[config.mk]
export PLATFORM = sky130hd
export DESIGN_NAME = fetch_sequencer
export DESIGN_NICKNAME = d
export VERILOG_FILES = /design/src/rtl/fetch_pkg.sv /design/src/rtl/fetch_sequencer_pc_register.sv /design/src/rtl/fetch_sequencer.sv
export SDC_FILE = /design/constraint.sdc
export NUM_CORES = 1
export LEC_CHECK = 0
export BUFFER_PORTS_ARGS = -buffer_cell sky130_fd_sc_hd__clkbuf_2
export CORE_ASPECT_RATIO = 0.6
export CORE_UTILIZATION = 46
export DETAILED_ROUTE_END_ITERATION = 12
export GPL_TIMING_DRIVEN = 0
export PLACE_DENSITY = 0.9
export SETUP_SLACK_MARGIN = 0.15
export SKIP_CTS_REPAIR_TIMING = 1
export SYNTH_ARGS = -nofsm -noshare
export SYNTH_HDL_FRONTEND = slang
export SYNTH_SLANG_ARGS = --single-unit
[constraint.sdc]
create_clock -name CLK -period 3.2 [get_ports CLK]
set_input_delay 0.16 -clock CLK [delete_from_list [all_inputs] [get_ports CLK]]
set_output_delay 0.16 -clock CLK [all_outputs]
set_load 0.01 [all_outputs]
[src/rtl/fetch_pkg.sv]
// fetch_pkg: shared constants for the fetch sequencer slice.
// State encodings, default bubble opcode and program-counter width.
package fetch_pkg;

  localparam int unsigned PC_W = 16;

  localparam logic [7:0] NOP_OPCODE_DEFAULT = 8'h00;

  localparam logic [1:0] FETCH  = 2'd0;
  localparam logic [1:0] FLUSH  = 2'd1;
  localparam logic [1:0] HALTED = 2'd2;

endpackage

[src/rtl/fetch_sequencer_pc_register.sv]
// pc_register: program counter with synchronous active-low reset to a
// vector, parallel load (branch) and increment enable (fetch).
// Load wins over increment.
module pc_register
  import fetch_pkg::*;
#(
  parameter logic [PC_W-1:0] RESET_VECTOR = '0
) (
  input  logic            clk,
  input  logic            rst_b,
  input  logic            i_load,
  input  logic [PC_W-1:0] i_load_val,
  input  logic            i_inc,
  output logic [PC_W-1:0] o_pc
);

  logic [PC_W-1:0] r_pc;

  // PC update: reset, branch load, or 16-bit wrapping increment
  always_ff @(posedge clk) begin
    if (!rst_b)      r_pc <= RESET_VECTOR;
    else if (i_load) r_pc <= i_load_val;
    else if (i_inc)  r_pc <= r_pc + 1'b1;
  end

  assign o_pc = r_pc;

endmodule

[src/rtl/fetch_sequencer.sv]
// fetch_sequencer: front-end controller. Owns the PC, fetches one opcode
// per cycle from the shared bus, yields the bus to the data stage, and
// inserts NOP bubbles on steal, branch flush and halt.
//
// Optional feature: FETCH_SEQ_STALL_COUNT_EN builds a saturating bubble
// counter on STALL_COUNT; without it STALL_COUNT is tied to zero.
//
//   state  | meaning
//   FETCH  | normal fetch, one opcode per cycle unless stolen/halted
//   FLUSH  | post-branch bubbles, counts the flush counter down
//   HALTED | fetching stopped while HALT is high, bus still served
module fetch_sequencer
  import fetch_pkg::*;
#(
  parameter logic [7:0]      NOP_OPCODE   = NOP_OPCODE_DEFAULT,
  parameter logic [PC_W-1:0] RESET_VECTOR = 16'h0000,
  parameter int unsigned     FLUSH_DEPTH  = 2
) (
  input  logic            CLK,
  input  logic            RST_bar,
  output logic [PC_W-1:0] MEM_ADDR,
  output logic            MEM_RD_bar,
  input  logic [7:0]      MEM_DATA,
  input  logic            DATA_REQ,
  input  logic [PC_W-1:0] DATA_ADDR,
  output logic            DATA_GNT,
  input  logic            BRANCH_TAKE,
  input  logic [PC_W-1:0] BRANCH_TARGET,
  input  logic            HALT,
  output logic [7:0]      OPCODE_OUT,
  output logic [PC_W-1:0] PC_OUT,
  output logic [15:0]     STALL_COUNT
);

  localparam logic [1:0] FLUSH_INIT = FLUSH_DEPTH[1:0];

  logic [1:0]      r_state;
  logic [1:0]      r_flush_cnt;
  logic [7:0]      r_opcode;
  logic [1:0]      w_state_nxt;
  logic [1:0]      w_cnt_nxt;
  logic [PC_W-1:0] w_pc;
  logic            w_grant;
  logic            w_fetch;

  // A real fetch happens only in FETCH with the bus free and no branch/halt;
  // every other non-reset edge loads a bubble.
  assign w_grant    = RST_bar & DATA_REQ;
  assign w_fetch    = RST_bar & (r_state == FETCH) & ~HALT & ~DATA_REQ & ~BRANCH_TAKE;
  assign DATA_GNT   = w_grant;
  assign MEM_ADDR   = w_grant ? DATA_ADDR : w_pc;
  assign MEM_RD_bar = ~(w_grant | w_fetch);

  pc_register #(
    .RESET_VECTOR(RESET_VECTOR)
  ) u_pc (
    .clk        (CLK),
    .rst_b      (RST_bar),
    .i_load     (BRANCH_TAKE),
    .i_load_val (BRANCH_TARGET),
    .i_inc      (w_fetch),
    .o_pc       (w_pc)
  );

  // Next-state and flush-counter logic; a taken branch overrides any state
  always_comb begin
    w_state_nxt = r_state;
    w_cnt_nxt   = r_flush_cnt;
    if (BRANCH_TAKE) begin
      w_cnt_nxt = FLUSH_INIT;
      if (HALT)                    w_state_nxt = HALTED;
      else if (FLUSH_INIT != 2'd0) w_state_nxt = FLUSH;
      else                         w_state_nxt = FETCH;
    end else begin
      case (r_state)
        FETCH:  if (HALT) w_state_nxt = HALTED;
        FLUSH: begin
          w_cnt_nxt = r_flush_cnt - 2'd1;
          // leave on the last flush cycle; a zero count is treated the same
          if (r_flush_cnt <= 2'd1) w_state_nxt = HALT ? HALTED : FETCH;
        end
        HALTED: if (!HALT) w_state_nxt = FETCH;
        default: w_state_nxt = FETCH;
      endcase
    end
  end

  // State, flush counter and opcode output registers
  always_ff @(posedge CLK) begin
    if (!RST_bar) begin
      r_state     <= FETCH;
      r_flush_cnt <= 2'd0;
      r_opcode    <= NOP_OPCODE;
    end else begin
      r_state     <= w_state_nxt;
      r_flush_cnt <= w_cnt_nxt;
      r_opcode    <= w_fetch ? MEM_DATA : NOP_OPCODE;
    end
  end

  assign OPCODE_OUT = r_opcode;
  assign PC_OUT     = w_pc;

`ifdef FETCH_SEQ_STALL_COUNT_EN
  logic [15:0] r_stall_cnt;

  // Saturating count of bubbles loaded into OPCODE_OUT
  always_ff @(posedge CLK) begin
    if (!RST_bar)                                   r_stall_cnt <= 16'h0000;
    else if (!w_fetch && r_stall_cnt != 16'hFFFF)   r_stall_cnt <= r_stall_cnt + 16'h0001;
  end

  assign STALL_COUNT = r_stall_cnt;
`else
  assign STALL_COUNT = 16'h0000;
`endif

endmodule

* Word level (Yosys, flattened, before mapping)
Index checks and enable logic that the tools add are counted.
** Cells by class
- Bitwise operators :: 11
- $lt $le $gt $ge :: 1
- Reduce and logical (&&, ||, !) cells :: 6
- Eq/ne operators :: 5
- Add/sub/neg operators :: 2
- Muxes and demuxes :: 12
** Operator list (number)
- 16-bit two-way mux :: 3
- 16-bit by 1-bit adder with 16-bit output, second input constant :: 1
- 2-bit two-way mux :: 8
- 3-bit inequality test, second input constant :: 3
- 2-bit case mux with 3 select lines :: 1
- 1-bit AND :: 5
- 1-bit NOT :: 5
- 2-bit nonzero test :: 2
- 3-bit AND reduction :: 1
- 2-bit by 1-bit equality test with 1-bit output, second input constant :: 1
- 2-bit equality test, second input constant :: 1
- 2-bit by 1-bit <= comparator with 1-bit output, second input constant :: 1
- 2-bit logical NOT :: 1
- 2-bit AND reduction :: 1
- 2-bit OR reduction :: 1
- 2-bit by 1-bit subtractor with 2-bit output, second input constant :: 1
- 1-bit bitwise OR :: 1
** Word-level totals
- Input bits :: 45
- Word-level logic and storage cells :: 42
- Register bits after elaboration :: 28

* Logic depth before layout (Yosys ltp)
Gate-level depths: netlist of the first run.
- Word-level depth :: 7
- Gate-level depth with buffers :: 5

* By module
Synthesis of the first run repeated with hierarchy kept, for this count alone.
** Unflattened totals
- Cell total of the unflattened synthesis :: 174
- Area total of the unflattened synthesis :: 1669.1 um^2
** By module, submodules not included
- pc_register :: instances 1, seq. area each 320.3 um^2, cells each 99, area each 919.6 um^2
- fetch_sequencer :: instances 1, seq. area each 240.2 um^2, cells each 75, area each 749.5 um^2

* Worst setup path after synthesis of the first run
Ideal clock, no wire load.
- Kind :: register to register
- Start :: register r_state[1]
- End :: register u_pc.r_pc[15], in the netlist u_pc.o_pc[15]
- Path slack :: 1400 ps
- Stages on the path, launching flop included :: 6
- Data arrival time :: 1675 ps
- Path buffers :: 1
- Path through :: dfxtp_1 or4_1 buf_6 or3_4 nor4_2 a211oi_1
** Between the ends
- Word-level cells in the longest chain between the ends :: 6
** Ends and longest elaborated chain
- from (decl) :: RTL line fetch_sequencer.sv:37 : logic [1:0] r_state;
- from (signal assigned) :: RTL line fetch_sequencer.sv:95 : r_state <= w_state_nxt;
- 2-bit logical NOT :: RTL line fetch_sequencer.sv:49 : assign w_fetch = RST_bar & (r_state == FETCH) & ~HALT & ~DATA_REQ & ~BRANCH_TAKE;
- 1-bit AND (4 in a row) :: RTL line fetch_sequencer.sv:49
- 2-bit nonzero test (no line)
- to (signal assigned) :: RTL line fetch_sequencer_pc_register.sv:22 : else if (i_load) r_pc <= i_load_val;
- to (signal assigned) :: RTL line fetch_sequencer_pc_register.sv:23 : else if (i_inc) r_pc <= r_pc + 1'b1;
- to (decl) :: RTL line fetch_sequencer_pc_register.sv:17 : logic [PC_W-1:0] r_pc;
Every way passes these cells.
A chain may end at the register's enable or synchronous reset.

* Final worst setup path of the first run
- Start :: register r_state[1]
- End :: output port MEM_RD_bar
** Between the ends
- Word-level cells in the longest chain between the ends :: 7
** Ends and longest elaborated chain
- 2-bit logical NOT :: RTL line fetch_sequencer.sv:49
- 1-bit AND (4 in a row) :: RTL line fetch_sequencer.sv:49
- 1-bit bitwise OR :: RTL line fetch_sequencer.sv:52 : assign MEM_RD_bar = ~(w_grant | w_fetch);
- 1-bit NOT :: RTL line fetch_sequencer.sv:52
- to (decl) :: RTL line fetch_sequencer.sv:22 : output logic MEM_RD_bar,
Every way passes these cells.

==> results.cfg, run 1 <==
[power]
p_comb_frac = 0.242
power_density_nw_per_um2 = 358
power.static_leakage_nw = 1.12
power.internal_w = 0.000576
pwr-share-clk = 0.275
p_switching_w = 0.000233
vdd_ir_drop_max_mv = 0.231
swShare = 0.288
p_seq_frac = 0.483

[clock_tree]
cts_tree = built
clock_sinks = 28
clock_latency_ps = 280
cts_max_path_buffers = 2
cts-root-buf = clkbuf_8
cts.htree.levels = 1
numCtsBuffers = 3
cts.clk_slew.worst_paths_ps = 90

[layout]
multi_input_area_um2 = 945
antenna_cells = 0
register_area_um2 = 561
final_common_cell = clkbuf_2
synthToLayoutAreaGrowth_pct = 36.0
num-nets-final = 338
fillers = 272
final_cell_mix = clkbuf_2, dfxtp_1, buf_4, conb_1, mux2_2
drive_gt1_frac = 0.455

[timing]
setup_viol_count_final = 0
hold_viol = 0
fin_crit_ps = 2080
timing.fmax_mhz = 480
slew_headroom = 0.612
worstMarginPinSlew_ps = 582
drv_slew = 0
skew_ps = 7.12
rsz0062_at_grt = no
holdWs_ps = 77.3
post-route-period-util = 0.651
setup_tns_ps = 0

[floorplanning]
core_um2 = 3340
initial_core_util = 0.497
num_rows = 16
die_x_um = 79.6
ios = 103
die_h_um = 48.5
dieArea_um2 = 3860

[logic_synthesis]
synth-seq-cells = 28
synth_edf_count = 0
synth_ff_type = dfxtp_1
seq_area_frac_synth = 0.338
yosys_warnings = 0
syn_inst = 185
synth_area_leader_cell = dfxtp_1
synth_top_area_share = 0.338
syn_area_um2 = 1660
synthTopCellsByArea = dfxtp_1, mux2_2, buf_4
syn_area_per_cell_um2 = 8.97
synth.distinct_cells = 42
synthArstFlopShare = 0

[detailed_routing]
ant_nets = 0
vias_per_cell = 4.99
drt-total-wl_um = 4260
initialDrtViolationCount = 176
post-route-drc-count = 0
wl_per_cell_um = 12.7
vias = 1671
first_pass_iters = 4

[flow_run]
cap_violations = 0

[placed_design]
gp_congestion = 0.854
port_buffers = 86
dp_hpwl_um = 3260

[global_routing]
top_usage_layer = met2
met2_usage = 0.348
grt_pass1_wl_um = 6500
antenna_found_initial = 0
use_met3 = 0.0472
track_usage = 0.213
grt.met1_usage = 0.288
grt_pass1_vias = 1458
grt_overflow_total = 0
grt_max_degree = 16

[critical_path]
critPathLaunchType = flop
worstSetupPathType = flop to primary output
critPathRequiredTime_ps = 3040
arrival_ps = 1920
worst_setup_path_end_kind = primary output
cp_max_fo = 10

[hold_path]
hold_path.class = primary input to flop

[run_status]
status = complete, no violations
## cells by family (layout without fill, tap and decap cells)
logic type | Yosys count | in the layout | synth area share
xor gates and xnor gates | 11 | 11 | 0.0580
and+or+nand+nor | 59 | 59 | 0.213
DFF | 28 | 28 | 0.338
AOI/OAI and AO/OA | 39 | 39 | 0.145
muxes | 15 | 15 | 0.102
other | 1 | 16 | 0.00226
buffers and inverters | 30 | 120 | 0.127
adders and majority gates | 2 | 2 | 0.0151
## power by group through the flow
stage	registers [W]	clock network (W)	logic, W
2_1_floorplan	0.000401	0	0.000112
3_3_place_gp	0.000398	0	0.000189
3_5_place_dp	0.000399	0	0.000193
4_1_cts	0.000390	0.000225	0.000194
5_1_grt	0.000394	0.000247	0.000212
6_report	0.000391	0.000222	0.000196
## critical path, stage by stage (launching register included)
cell      delay [ps]
dfxtp_1          360
or4_1            560
buf_6            170
nor2_1           360
nor2_1            70
clkbuf_2         140
## stage by stage
step                      instance area (um2)  std cells   util  setup slack (ps)  power, W
final                                    2260        335  0.676              1120  0.000809
after global placement                   2200        331  0.659              1350  0.000587
after global routing                     2260        335  0.676               949  0.000854
after detailed placement                 2200        331  0.659              1310  0.000591
after floorplan                          1720        200      -              1400  0.000512
after CTS                                2260        335  0.676              1080  0.000810
## worst paths after layout
| kind | start | end | slack [ps] | depth (start not counted) |
|---|---|---|---|---|
| max reg2reg | r_state[1] | u_pc.o_pc[15] | 1320 | 5 |
| max | r_state[1] | MEM_RD_bar | 1120 | 5 |
| min | MEM_DATA[1] | OPCODE_OUT[1] | 80 | 2 |
| min reg2reg | r_state[0] | r_state[1] | 530 | 1 |
## synthesized netlist by cell type (2+ instances only)
cell	n
a21oi_1	10
xor2_1	3
ha_1	2
buf_6	2
buf_4	16
xnor2_1	8
nand2_1	11
a31oi_1	4
o31ai_1	3
nor2_1	8
o211a_1	2
nand3_1	4
or4_1	4
o21ai_0	14
nor3_1	4
and2_1	10
inv_1	6
mux2_2	15
dfxtp_1	28
nor4_1	4
nand4_1	6
## flip-flops by register name, indices dropped and copies added (netlist names)
| register | cells |
|---|---|
| r_state | 2 |
| u_pc.o_pc | 16 |
| r_flush_cnt | 2 |
| OPCODE_OUT | 8 |
## area by class of cell
| cell class | instances | share of cell area |
|---|---|---|
| multi-input cells | 142 | 0.418 |
| flip-flops and latches | 28 | 0.248 |
| inverters | 6 | 0.00997 |
| repair buffers | 86 | 0.191 |
| clock buffers | 4 | 0.0244 |
| well taps | 45 | 0.0249 |
| plain buffers | 24 | 0.0837 |
## per-layer routing
layer,up-vias,routed length [um]
met5,-,0
met4,0,0
met3,0,394
met2,85,1920
met1,742,1950
li1,844,-
Power figures use the tool's default switching activity.
==> run 2, diff against run 1 <==
--- a/config.mk
+++ b/config.mk
@@ -7,10 +7,10 @@
 export LEC_CHECK = 0
 export BUFFER_PORTS_ARGS = -buffer_cell sky130_fd_sc_hd__clkbuf_2
 export CORE_ASPECT_RATIO = 0.6
-export CORE_UTILIZATION = 46
+export CORE_UTILIZATION = 43
 export DETAILED_ROUTE_END_ITERATION = 12
 export GPL_TIMING_DRIVEN = 0
-export PLACE_DENSITY = 0.9
+export PLACE_DENSITY = 0.85
 export SETUP_SLACK_MARGIN = 0.15
 export SKIP_CTS_REPAIR_TIMING = 1
 export SYNTH_ARGS = -nofsm -noshare
==> constraint.sdc (replaced) <==
create_clock -name CLK -period 2.1 [get_ports CLK]
set_input_delay 0.105 -clock CLK [delete_from_list [all_inputs] [get_ports CLK]]
set_output_delay 0.105 -clock CLK [all_outputs]
set_load 0.01 [all_outputs]
==> run 2 against run 1 <==
Against the previous run:
- via count increased by 0.66%
- clock-buffer cell count decreased by 1
- largest cell class unchanged
- global-route usage increased by 1.1 points
- cell area increased by 1.0%
==> results.cfg, run 2 (synthesized netlist as in run 1, its figures left out) <==
[run_status]
status = complete, no violations

[detailed_routing]
ant_nets = 0
post-route-drc-count = 0
drt-total-wl_um = 4370
initialDrtViolationCount = 111
vias_per_cell = 4.98
wl_per_cell_um = 12.9
vias = 1682
first_pass_iters = 4

[power]
power_density_nw_per_um2 = 520
vdd_ir_drop_max_mv = 0.360
power.static_leakage_nw = 1.13

[critical_path]
crit_end = u_pc.o_pc[15]
critPathLaunchType = flop
critPathRequiredTime_ps = 2260
cp-startpoint = r_state[1]
path_depth = 5
cp_slowest_cell = or4_1
worst_setup_path_end_kind = flop
cp_max_fo = 10
reg2reg_from = r_state[1]
r2r_slack_ps = 210
cpPeakStageDelay_ps = 540
reg2reg_to = u_pc.o_pc[15]
rr_worst_depth = 5
arrival_ps = 2050
worstSetupPathType = flop to flop
worstPathCellList = or4_1, buf_6, or3_4, nor4_4, a211oi_1
critPathBufInv = 1
critPathTopFamily = simple AND/OR/NAND/NOR gates

[clock_tree]
cts.htree.levels = 1
cts_tree = built
clock_latency_ps = 270
cts_max_path_buffers = 2
cts-root-buf = clkbuf_8
clock_sinks = 28
cts.clk_slew.worst_paths_ps = 90
numCtsBuffers = 3

[global_routing]
antenna_found_initial = 0
grt_pass1_vias = 1502
grt_pass1_wl_um = 7050
track_usage = 0.224
grt_max_degree = 15
grt_overflow_total = 0

[floorplanning]
die_h_um = 50.1
core_um2 = 3680
die_x_um = 82.2
initial_core_util = 0.451
num_rows = 17
ios = 103
dieArea_um2 = 4120

[timing]
worstMarginPinSlew_ps = 563
rsz0062_at_grt = no
hold_viol = 0
skew_ps = 3.31
holdWs_ps = 27.1
timing.fmax_mhz = 528
fin_crit_ps = 1890
slew_headroom = 0.625
drv_slew = 0
setup_tns_ps = 0
setup_viol_count_final = 0
post-route-period-util = 0.901

[placed_design]
gp_congestion = 0.852
dp_hpwl_um = 3500
port_buffers = 86

[layout]
utilization = 0.620
fillers = 335
drive_gt1_frac = 0.467
largest_reg_flops = 16
num-nets-final = 340
final_cell_mix = clkbuf_2, dfxtp_1, buf_4
final_common_cell = clkbuf_2
synthToLayoutAreaGrowth_pct = 37.4
antenna_cells = 0

[hold_path]
hold_path.class = primary input to flop

[flow_run]
cap_violations = 0
==> run 2: cell types whose count changed in the layout (fill, tap and decap cells not counted), sizes merged <==
| cell | change |
|---|---|
| clkbuf | -1 |
| buf | +2 |
==> run 2: worst min-delay path by stage <==
stage | from | to | slack, ps | depth (start not counted)
finish | MEM_DATA[2] | OPCODE_OUT[2] | 30 | 2
CTS | MEM_DATA[2] | OPCODE_OUT[2] | 20 | 2
floorplan | HALT | r_state[1] | 220 | 2
global route | MEM_DATA[4] | OPCODE_OUT[4] | 20 | 2
detailed placement | MEM_DATA[7] | OPCODE_OUT[7] | 310 | 2
global placement | MEM_DATA[1] | OPCODE_OUT[1] | 300 | 2
==> run 2: layer usage <==
metal  GRT usage  wire length, um  vias up
met5           0                0        -
met4      0.0439               55        0
met3      0.0436              283        6
met2       0.361             2020       68
met1       0.311             2000      763
li1            -                -      845
==> run 2: layout make-up <==
type | count | area (um2) | area share
multi-input cells | 142 | 961 | 0.421
flip-flops and latches | 28 | 563 | 0.247
repair buffers | 88 | 445 | 0.195
plain buffers | 24 | 189 | 0.0828
well taps | 47 | 58.8 | 0.0258
clock buffers | 3 | 41.3 | 0.0181
inverters | 6 | 22.5 | 0.00987
==> run 2: through the flow <==
stage	total power (W)	setup WS [ps]	cell area, um2	cells
floorplan	0.000781	300	1720	200
global placement	0.000897	259	2210	333
detailed placement	0.000906	206	2210	333
CTS	0.00119	10.3	2250	336
global route	0.00125	142	2280	338
finish	0.00119	207	2280	338
==> run 2: where the power goes <==
part           switching, W  internal [W]  total (W)
logic              0.000149      0.000155   0.000304
registers         0.0000388      0.000559   0.000597
clock network      0.000155      0.000129   0.000284
total              0.000343      0.000842    0.00119
